**config.mk**
```make
export PLATFORM = sky130hd
export DESIGN_NAME = mira_2d
export DESIGN_NICKNAME = d
export VERILOG_FILES = /design/src/rtl/mira_2d.sv
export SDC_FILE = /design/constraint.sdc
export NUM_CORES = 1
export LEC_CHECK = 0
export CORE_ASPECT_RATIO = 0.7
export CORE_UTILIZATION = 25
export CTS_CLUSTER_SIZE = 28
export DETAILED_ROUTE_END_ITERATION = 16
export PLACE_DENSITY = 0.4
export SETUP_SLACK_MARGIN = 0.15
export SYNTH_ARGS = -nofsm -noshare
export SYNTH_HDL_FRONTEND = slang
export SYNTH_SLANG_ARGS = --single-unit
```
**constraint.sdc**
```tcl
create_clock -name clk -period 3.5 [get_ports clk]
set_input_delay 0.525 -clock clk [delete_from_list [all_inputs] [get_ports clk]]
set_output_delay 0.525 -clock clk [all_outputs]
set_load 0.01 [all_outputs]
```
**src/rtl/mira_2d.sv**
```systemverilog
// Movable crosshair cursor with a registered overlay pixel.
// Ports: clk, nrst, frame_start, move_en, en_x, en_y, rightleft, updown,
//        wrap_mode, recenter, row, column in; cx, cy, s out.
module mira_2d #(
  parameter int H_RES = 640,
  parameter int V_RES = 480,
  parameter int W     = 10,
  parameter int STEP  = 1,
  parameter int DIV   = 1,
  parameter int ARM   = 15,
  parameter int THICK = 1
) (
  input  logic         clk,
  input  logic         nrst,
  input  logic         frame_start,
  input  logic         move_en,
  input  logic         en_x,
  input  logic         en_y,
  input  logic         rightleft,
  input  logic         updown,
  input  logic         wrap_mode,
  input  logic         recenter,
  input  logic [W-1:0] row,
  input  logic [W-1:0] column,
  output logic [W-1:0] cx,
  output logic [W-1:0] cy,
  output logic         s
);

  localparam int PW = (DIV > 1) ? $clog2(DIV) : 1;
  localparam logic [PW-1:0] PMAX = PW'(DIV - 1);

  localparam logic [W:0] HR  = (W+1)'(H_RES);
  localparam logic [W:0] VR  = (W+1)'(V_RES);
  localparam logic [W:0] STP = (W+1)'(STEP);
  localparam logic [W:0] ARW = (W+1)'(ARM);
  localparam logic [W:0] THK = (W+1)'(THICK);

  localparam logic [W-1:0] CX0 = W'(H_RES / 2);
  localparam logic [W-1:0] CY0 = W'(V_RES / 2);

  logic [PW-1:0] pre;
  logic          mv;
  logic [W-1:0]  nx;
  logic [W-1:0]  ny;
  logic [W:0]    dx;
  logic [W:0]    dy;
  logic          hit;

  // One axis step; W+1 bits hold cx+STEP and cx+res-STEP without overflow.
  function automatic logic [W-1:0] nxt(
    input logic [W-1:0] p,
    input logic         inc,
    input logic         wrap,
    input logic [W:0]   res
  );
    logic [W:0] pe;
    logic [W:0] up;
    logic [W:0] r;
    pe = {1'b0, p};
    up = pe + STP;
    if (inc) begin
      if (up <= res - 1'b1)
        r = up;
      else
        r = wrap ? up - res : res - 1'b1;
    end else begin
      if (pe >= STP)
        r = pe - STP;
      else
        r = wrap ? pe + res - STP : '0;
    end
    return r[W-1:0];
  endfunction

  assign mv = frame_start & move_en & (pre == PMAX);
  assign nx = nxt(cx, rightleft, wrap_mode, HR);
  assign ny = nxt(cy, updown, wrap_mode, VR);

  always_ff @(posedge clk) begin
    if (!nrst) begin
      pre <= '0;
    end else if (recenter || !move_en) begin
      pre <= '0;
    end else if (frame_start) begin
      pre <= (pre == PMAX) ? '0 : pre + 1'b1;
    end
  end

  always_ff @(posedge clk) begin
    if (!nrst || recenter) begin
      cx <= CX0;
      cy <= CY0;
    end else if (mv) begin
      if (en_x) cx <= nx;
      if (en_y) cy <= ny;
    end
  end

  // Absolute coordinates: arm pixels past an edge never match a beam position.
  always_comb begin
    logic [W:0] ce;
    logic [W:0] re;
    logic [W:0] xe;
    logic [W:0] ye;
    ce  = {1'b0, column};
    re  = {1'b0, row};
    xe  = {1'b0, cx};
    ye  = {1'b0, cy};
    dx  = (ce >= xe) ? ce - xe : xe - ce;
    dy  = (re >= ye) ? re - ye : ye - re;
    hit = ((dx <= ARW) && (dy <= THK)) ||
          ((dy <= ARW) && (dx <= THK));
  end

  always_ff @(posedge clk) begin
    if (!nrst)
      s <= 1'b0;
    else
      s <= hit;
  end

endmodule

```
==> results of run 1 <==
logic make-up after synthesis:
logic type,Yosys count
AO/OA/AOI/OAI,189
XOR/XNOR,29
adder cells (fa/ha/maj),56
buffers and inverters,92
flip-flops,21
multiplexers,6
AND/OR/NAND/NOR,199
cells in the mapped netlist (3+ instances only):
cell,n
a211oi_1,8
a21o_1,4
a21oi_1,51
a221oi_1,3
a31oi_1,11
a32oi_1,3
and3_1,5
buf_2,4
buf_6,3
clkbuf_1,20
dfxtp_1,21
fa_1,4
ha_1,52
inv_1,58
mux2i_1,6
nand2_1,43
nand2b_1,4
nand3_1,16
nand3b_1,3
nand4_1,11
nor2_1,60
nor2b_1,6
nor3_1,16
nor4_1,7
o211ai_1,4
o21a_1,9
o21ai_0,48
o21bai_1,4
o221ai_1,3
o22ai_1,4
o311ai_0,3
o31ai_1,5
or2_2,7
or3_1,6
or4_1,6
xnor2_1,23
xor2_1,6
registers in the layout, indices dropped and copies added, names as in the netlist:
| signal | flops |
|---|---|
| cx | 10 |
| s | 1 |
| cy | 10 |
worst reg2reg max path, delay by kind of cell, from the launching register on:
family                   cells  cell delay, ns
adder cells (fa/ha/maj)      2            0.57
AO/OA/AOI/OAI                3            0.62
XOR/XNOR                     1            0.08
buffers and inverters        1            0.04
flip-flops                   1            0.43
AND/OR/NAND/NOR              4            1.36
metal layers:
layer,up-vias,share of wire [%]
met4,0,0.66
met3,5,4.7
met1,2246,54
li1,2361,-
met2,136,40
met5,-,0
power by group through the flow:
| stage | logic [W] | clock network (W) | registers, W |
|---|---|---|---|
| finish | 0.000446 | 0.000267 | 0.000248 |
| global placement | 0.000408 | 0 | 0.000253 |
| global route | 0.000489 | 0.000286 | 0.000249 |
| CTS | 0.000423 | 0.000277 | 0.000248 |
| floorplan | 0.000227 | 0 | 0.000255 |
| detailed placement | 0.000408 | 0 | 0.000253 |
path summary, 6_finish.rpt:
path                                    startpoint                 end  slack, ns  cells past startpoint
worst max-delay path                        row[6]        s$_SDFF_PN0_       0.26                     12
worst min-delay path            cx[0]$_SDFFE_PP0P_  cx[0]$_SDFFE_PP0P_       0.66                      2
worst max register to register  cy[0]$_SDFFE_PP0P_        s$_SDFF_PN0_       0.30                     11
worst min register to register  cx[0]$_SDFFE_PP0P_  cx[0]$_SDFFE_PP0P_       0.66                      2
area by class of cell:
type	count	share of cell area [%]
multi-input cells	479	60.92
repair buffers	151	22.00
flip-flops and latches	21	7.348
well taps	200	4.361
inverters	60	3.925
clock buffers	3	1.308
clock inverters	1	0.1308
stage by stage:
step	hold slack (ns)	utilization, %	setup WS (ns)
2_1_floorplan	0.5746	-	0.1741
3_3_place_gp	0.6436	34.27	-0.4123
3_5_place_dp	0.6419	34.27	-0.4656
4_1_cts	0.6602	35.40	0.1751
5_1_grt	0.6891	36.57	0.1046
6_report	0.6641	36.57	0.2574
repair_timing:
action / in CTS / in global routing
setup buffers: 0 / 3
pin swaps: 9 / 3
endpoints found under the setup margin: 1 / 8
gates resized for setup: 24 / 35
==> metrics.md, run 1 <==
| Metric | Value |
|---|---|
| Static leakage power | `2.440 nW` |
| Worst Path Buf+Inv | `2` |
| All-Layer GR Usage | `between 15 and 20%` |
| Cell Rows | `38` |
| Clock Tree Root | `clkbuf_16` |
| Register clock-pin slew on the reported worst setup and hold paths | `roughly 0.07 ns` |
| Final net count | `802` |
| Area leader, netlist | `ha_1` |
| Cell type of the slowest stage on the worst timing path | `clkdlybuf4s50_1` |
| Mean cell area of the mapped netlist | `around 6.9 um^2` |
| Most common cell after layout, fill and taps aside | `buf_4` |
| Largest family of logic cells by synthesized area | `compound AO/OA/AOI/OAI gates` |
| Total number of clock tree sinks | `21` |
| Number of buffers on the longest clock path | `2` |
| Biggest area contributors in the synthesized netlist | `ha_1 16%, dfxtp_1 10%, a21oi_1 6.3%` |
| Gate count of the mapped netlist | `592` |
| Total overflow reported by the global router | `0` |
| Relative slew margins | `51.96%` |
| Die Outline Area | `roughly 17000 um^2` |
| Clock skew after layout | `roughly 0.012 ns` |
| Highest ir drop seen on vdd | `around 140 uV` |
| Pwr/cell area | `167.4 nW/um^2` |
| H-tree lvl count | `1` |
| Met3 track demand over resource | `under 10%` |
| Core ar. | `roughly 16000 um^2` |
| Combinational share of power | `approximately 46%` |
| Synth Warn # | `0` |
| Final standard cell count with taps included and fillers excluded | `just over 900` |
| Die Y-Extent | `108.8 um` |
| DIE WIDTH | `~150 um` |
| Worst Hold Class | `reg -> reg` |
| Post-route clock period utilization | `92.65%` |
| Placed standard-cell area | `roughly 5400 um^2` |
| Largest net degree at the start of global routing | `21` |
| Post-synth net total | `678` |
| Arithmetic-cell share of the synthesized area counting full adders, half adders and majority gates | `17.94%` |
| Final weighted congestion of routability-driven global placement | `0.8554` |
| Average detailed-routed wire length per instance | `16.81 um` |
| Part of the Yosys area used for sequential elements | `approximately a tenth` |
| Multi-input logic area | `between 3000 and 4000 um^2` |
| CP Capture Type | `flop` |
| First-pass GRT wire length | `23730 um` |
| CP required | `3.68 ns` |
| RSZ-0062 raised after global routing | `yes` |
| Number of slew-limit violations in the final report | `0` |
| Clock network fraction of design power | `about 28%` |
| Final Hold Vio Count | `0` |
| Clock tree from TritonCTS | `built` |
| Least-Margin Pin Slew | `between 0.7 and 0.8 ns` |
| Synthesized-area fraction occupied by and/or/nand/nor cells | `~24%` |
| Slowest cell delay on critical path | `roughly 0.48 ns` |
| Area fraction of the dominant cell type after synthesis | `between 10% and 20%` |
| ANT nets after route | `0` |
| Most used flip-flop cell after synthesis | `dfxtp_1` |
| Number of design-rule violations left by the first detailed-router iteration | `~370` |
| Post-route total power | `between 0.0009 and 0.001 W` |
| CP Cell Sequence | `clkdlybuf4s50_1 > inv_1 > ha_1 > a21oi_2 > a21boi_0 > nand3_1 > a211o_2 > or3_1 > a21oi_1 > a211oi_1 > or4_1 > nor4_2` |
| Total non-filler cell area in the finished layout | `around 5700 um^2` |
| Min Tclk post-route | `approximately 3.2 ns` |
| Number of antenna violations at the first check in global routing | `0` |
| Sort of element at the start of the critical path | `input pin` |
| Total inserted antenna cells | `0` |
| Detailed Place HPWL | `12400 um` |
| Max Fanout on Critical Path | `3` |
| Share of the synthesized area in compound gates (AO/OA/AOI/OAI) | `approximately 30%` |
| Latest clock arrival within the worst-skew pair | `0.27 ns` |
| Int Pwr | `0.0006187 W` |
| Sequential group share of total power | `approximately 26%` |
| Via count of the routed design | `about 4.7k` |
| I/O pin total | `between 50 and 60` |
| Switching power | `between 0.0003 and 0.0004 W` |
| Switching part of the total | `between 30% and 40%` |
| Iteration count of the initial detailed-routing pass | `5` |
| Number of cells after detailed placement | `just over 900` |
| Final number of setup-violating endpoints | `0` |
| Share of post-route cells with drive strength above 1 | `between 20% and 30%` |
| Via count of the first global-routing pass | `between 4k and 5k` |
| Highest-count cells in the layout ignoring fill and taps | `100 x buf_4, 57 x inv_1, 56 x nor2_1` |
| Fin Setup TNS | `0 ns` |
| Startpoint-to-endpoint class of the critical path | `in -> reg` |
| Xor/xnor cell area share of the yosys netlist | `6.237%` |
| Met2 track utilization from global routing | `about a quarter` |
| Cell family with most CP delay | `simple AND/OR/NAND/NOR gates` |
| Number of distinct library cell variants in the gate-level netlist after synthesis | `70` |
| Effective utilization at floorplan | `25.96%` |
| Hold-fix buffer count after cts | `0` |
| Async S/R FF share, synth | `0%` |
| Number of buffers created by CTS | `3` |
| DRC Markers | `0` |
| Post-detailed-route via-to-cell ratio | `5.189` |
| Flop and latch count out of synthesis | `21` |
| Number of flops mapped to enable cells by yosys | `0` |
| Area added between synthesis and finish | `40.89%` |
| Multiplexer share of the synthesized area | `about 1.5%` |
| Data arrival time of the critical path | `around 3.4 ns` |
| Global-route met1 utilization | `about 28%` |
| Global route hottest layer | `met1` |
| Synth Cell Area | `4073 um^2` |
| Result of the run | `finished, final reports clean` |
| MaxCap Viol Count | `0` |
| Post-detailed-routing wire length | `about 15000 um` |
| Total of buffers placed on input and output ports | `50` |
| Register cell area after layout | `approximately 420 um^2` |
| Highest clock frequency the design can meet | `between 300 and 400 MHz` |
| Filler cell count in the final layout | `approximately 1.7k` |
No activity file was read; power rests on OpenSTA's default activity.
==> run 2, diff against run 1 <==
--- a/config.mk
+++ b/config.mk
@@ -11,6 +11,7 @@
 export DETAILED_ROUTE_END_ITERATION = 16
 export PLACE_DENSITY = 0.4
 export SETUP_SLACK_MARGIN = 0.15
+export SKIP_CTS_REPAIR_TIMING = 1
 export SYNTH_ARGS = -nofsm -noshare
 export SYNTH_HDL_FRONTEND = slang
 export SYNTH_SLANG_ARGS = --single-unit
==> metrics.md, run 2 (same netlist as run 1, synthesis figures left out) <==
| Metric | Value |
|---|---|
| Result of the run | `finished, final reports clean` |
| I/O pin total | `51` |
| Register cell area after layout | `425.4 um^2` |
| Switching part of the total | `35.42%` |
| Critical R2R Capture | `s$_SDFF_PN0_` |
| Worst Reg-to-Reg Cells | `15` |
| Area added between synthesis and finish | `40.92%` |
| Average detailed-routed wire length per instance | `~17 um` |
| Largest registers ranked by flip-flop count | `cx (10), cy (10), s (1)` |
| DIE WIDTH | `154.6 um` |
| DRC Markers | `0` |
| Detailed Place HPWL | `around 12000 um` |
| Total non-filler cell area in the finished layout | `around 5700 um^2` |
| Number of buffers created by CTS | `3` |
| Hold Path End | `cx[0]$_SDFFE_PP0P_` |
| Data arrival time of the critical path | `roughly 3.4 ns` |
| Number of slew-limit violations in the final report | `0` |
| Final number of setup-violating endpoints | `0` |
| Max Fanout on Critical Path | `3` |
| Most common cell after layout, fill and taps aside | `buf_4` |
| Via count of the first global-routing pass | `about 4.4k` |
| Fin Setup TNS | `0 ns` |
| Final weighted congestion of routability-driven global placement | `roughly 0.86` |
| Die Outline Area | `~17000 um^2` |
| Largest net degree at the start of global routing | `21` |
| Number of antenna violations at the first check in global routing | `0` |
| Highest clock frequency the design can meet | `307.1 MHz` |
| Clock network fraction of design power | `between 20% and 30%` |
| Post-route clock period utilization | `between 90 and 100%` |
| Total number of clock tree sinks | `21` |
| Effective utilization at floorplan | `between 20% and 30%` |
| Highest-count cells in the layout ignoring fill and taps | `99 x buf_4, 57 x inv_1, 56 x nor2_1` |
| Clock tree from TritonCTS | `built` |
| Worst Hold Class | `reg -> reg` |
| Clock skew after layout | `0.01293 ns` |
| Sequential group share of total power | `between 20% and 30%` |
| Total of buffers placed on input and output ports | `50` |
| Min Tclk post-route | `about 3.3 ns` |
| Clock Tree Root | `clkbuf_16` |
| Final net count | `801` |
| Int Pwr | `~0.00062 W` |
| Via count of the routed design | `4713` |
| RSZ-0062 raised after global routing | `yes` |
| Startpoint-to-endpoint class of the critical path | `in -> reg` |
| Filler cell count in the final layout | `1698` |
| Highest ir drop seen on vdd | `approximately 140 uV` |
| Reg-to-reg setup timing slack | `0.36 ns` |
| First-pass GRT wire length | `~24000 um` |
| H-tree lvl count | `1` |
| Hold depth | `2` |
| Static leakage power | `~2.4 nW` |
| Cell Rows | `38` |
| Register clock-pin slew on the reported worst setup and hold paths | `about 0.070 ns` |
| Placed standard-cell area | `roughly 5400 um^2` |
| Share of post-route cells with drive strength above 1 | `22.27%` |
| Relative slew margins | `52.29%` |
| Origin of the worst min-delay path | `cx[0]$_SDFFE_PP0P_` |
| Sort of element at the start of the critical path | `input pin` |
| Hold Slack | `0.6625 ns` |
| Setup slack at placement | `-0.4656 ns` |
| Number of buffers on the longest clock path | `2` |
| CP Capture Type | `flop` |
| Multi-input logic area | `3487 um^2` |
| MaxCap Viol Count | `0` |
| Latest clock arrival within the worst-skew pair | `between 0.2 and 0.3 ns` |
| Post-detailed-route via-to-cell ratio | `~5.2` |
| Total inserted antenna cells | `0` |
| Switching power | `between 0.0003 and 0.0004 W` |
| Post-detailed-routing wire length | `about 15000 um` |
| ANT nets after route | `0` |
| Least-Margin Pin Slew | `0.7134 ns` |
| Worst flop-to-flop path startpoint | `cx[0]$_SDFFE_PP0P_` |
| Number of design-rule violations left by the first detailed-router iteration | `between 300 and 400` |
| Pwr/cell area | `about 170 nW/um^2` |
| Combinational share of power | `46.2%` |
| Worst setup margin | `around 0.24 ns` |
| Die Y-Extent | `between 100 and 150 um` |
| Iteration count of the initial detailed-routing pass | `5` |
| All-Layer GR Usage | `between 10% and 20%` |
| Total overflow reported by the global router | `0` |
| Core ar. | `about 16000 um^2` |
| Final Hold Vio Count | `0` |
| CP required | `around 3.7 ns` |
-- run 2: layout make-up --
cell class	instances	share of cell area, %
clock buffer	3	1.308
inverter	60	3.990
clock inverter	1	0.1308
sequential	21	7.412
multi-input combinational	479	60.76
timing repair buffer	150	22.04
tap	200	4.360
-- run 2: power groups by stage --
stage / combinational (W) / clock, W / sequential (W)
after global placement: 0.000408 / 0 / 0.000253
after CTS: 0.000411 / 0.000277 / 0.000247
after floorplan: 0.000227 / 0 / 0.000255
after detailed placement: 0.000408 / 0 / 0.000253
after global routing: 0.000485 / 0.000286 / 0.000248
final: 0.000441 / 0.000266 / 0.000248
-- run 2: how the worst max path moves through the flow --
stage,slack [ns],start,depth (start not counted),endpoint
after floorplan,0.17,cy[1]$_SDFFE_PP0P_,11,s$_SDFF_PN0_
after global placement,-0.41,row[0],13,s$_SDFF_PN0_
after detailed placement,-0.47,row[0],13,s$_SDFF_PN0_
after CTS,-0.19,row[0],13,s$_SDFF_PN0_
after global routing,0.10,column[5],13,s$_SDFF_PN0_
final,0.24,column[5],13,s$_SDFF_PN0_
-- run 2: layer usage --
layer,wire (um),track usage (%)
met4,102,3.324
met3,646,1.669
met5,0,0
met2,6052,25.37
met1,8355,28.42
-- run 2: worst max-delay path: stages --
cell and delay (ns):
clkdlybuf4s50_1 0.49, inv_1 0.05, ha_1 0.32, nand3_1 0.11
o41ai_2 0.08, a21o_1 0.20, buf_4 0.15, or3_1 0.34
o32a_1 0.20, a32oi_1 0.21, xnor2_1 0.08, or4_1 0.53
nor4_2 0.13
-- run 2: metrics by stage --
stage	std cells	util [%]	total power [W]
after floorplan	592	-	0.0004813
after global placement	908	34.27	0.0006608
after detailed placement	908	34.27	0.0006608
after CTS	912	34.79	0.0009352
after global routing	914	36.58	0.001019
final	914	36.58	0.0009549
==> run 3, diff against run 2 <==
--- a/config.mk
+++ b/config.mk
@@ -9,6 +9,7 @@
 export CORE_UTILIZATION = 25
 export CTS_CLUSTER_SIZE = 28
 export DETAILED_ROUTE_END_ITERATION = 16
+export HOLD_SLACK_MARGIN = 0.06
 export PLACE_DENSITY = 0.4
 export SETUP_SLACK_MARGIN = 0.15
 export SKIP_CTS_REPAIR_TIMING = 1
==> results of run 3 <==
The final DEF is identical to that of run 2; final timing and power are the same.
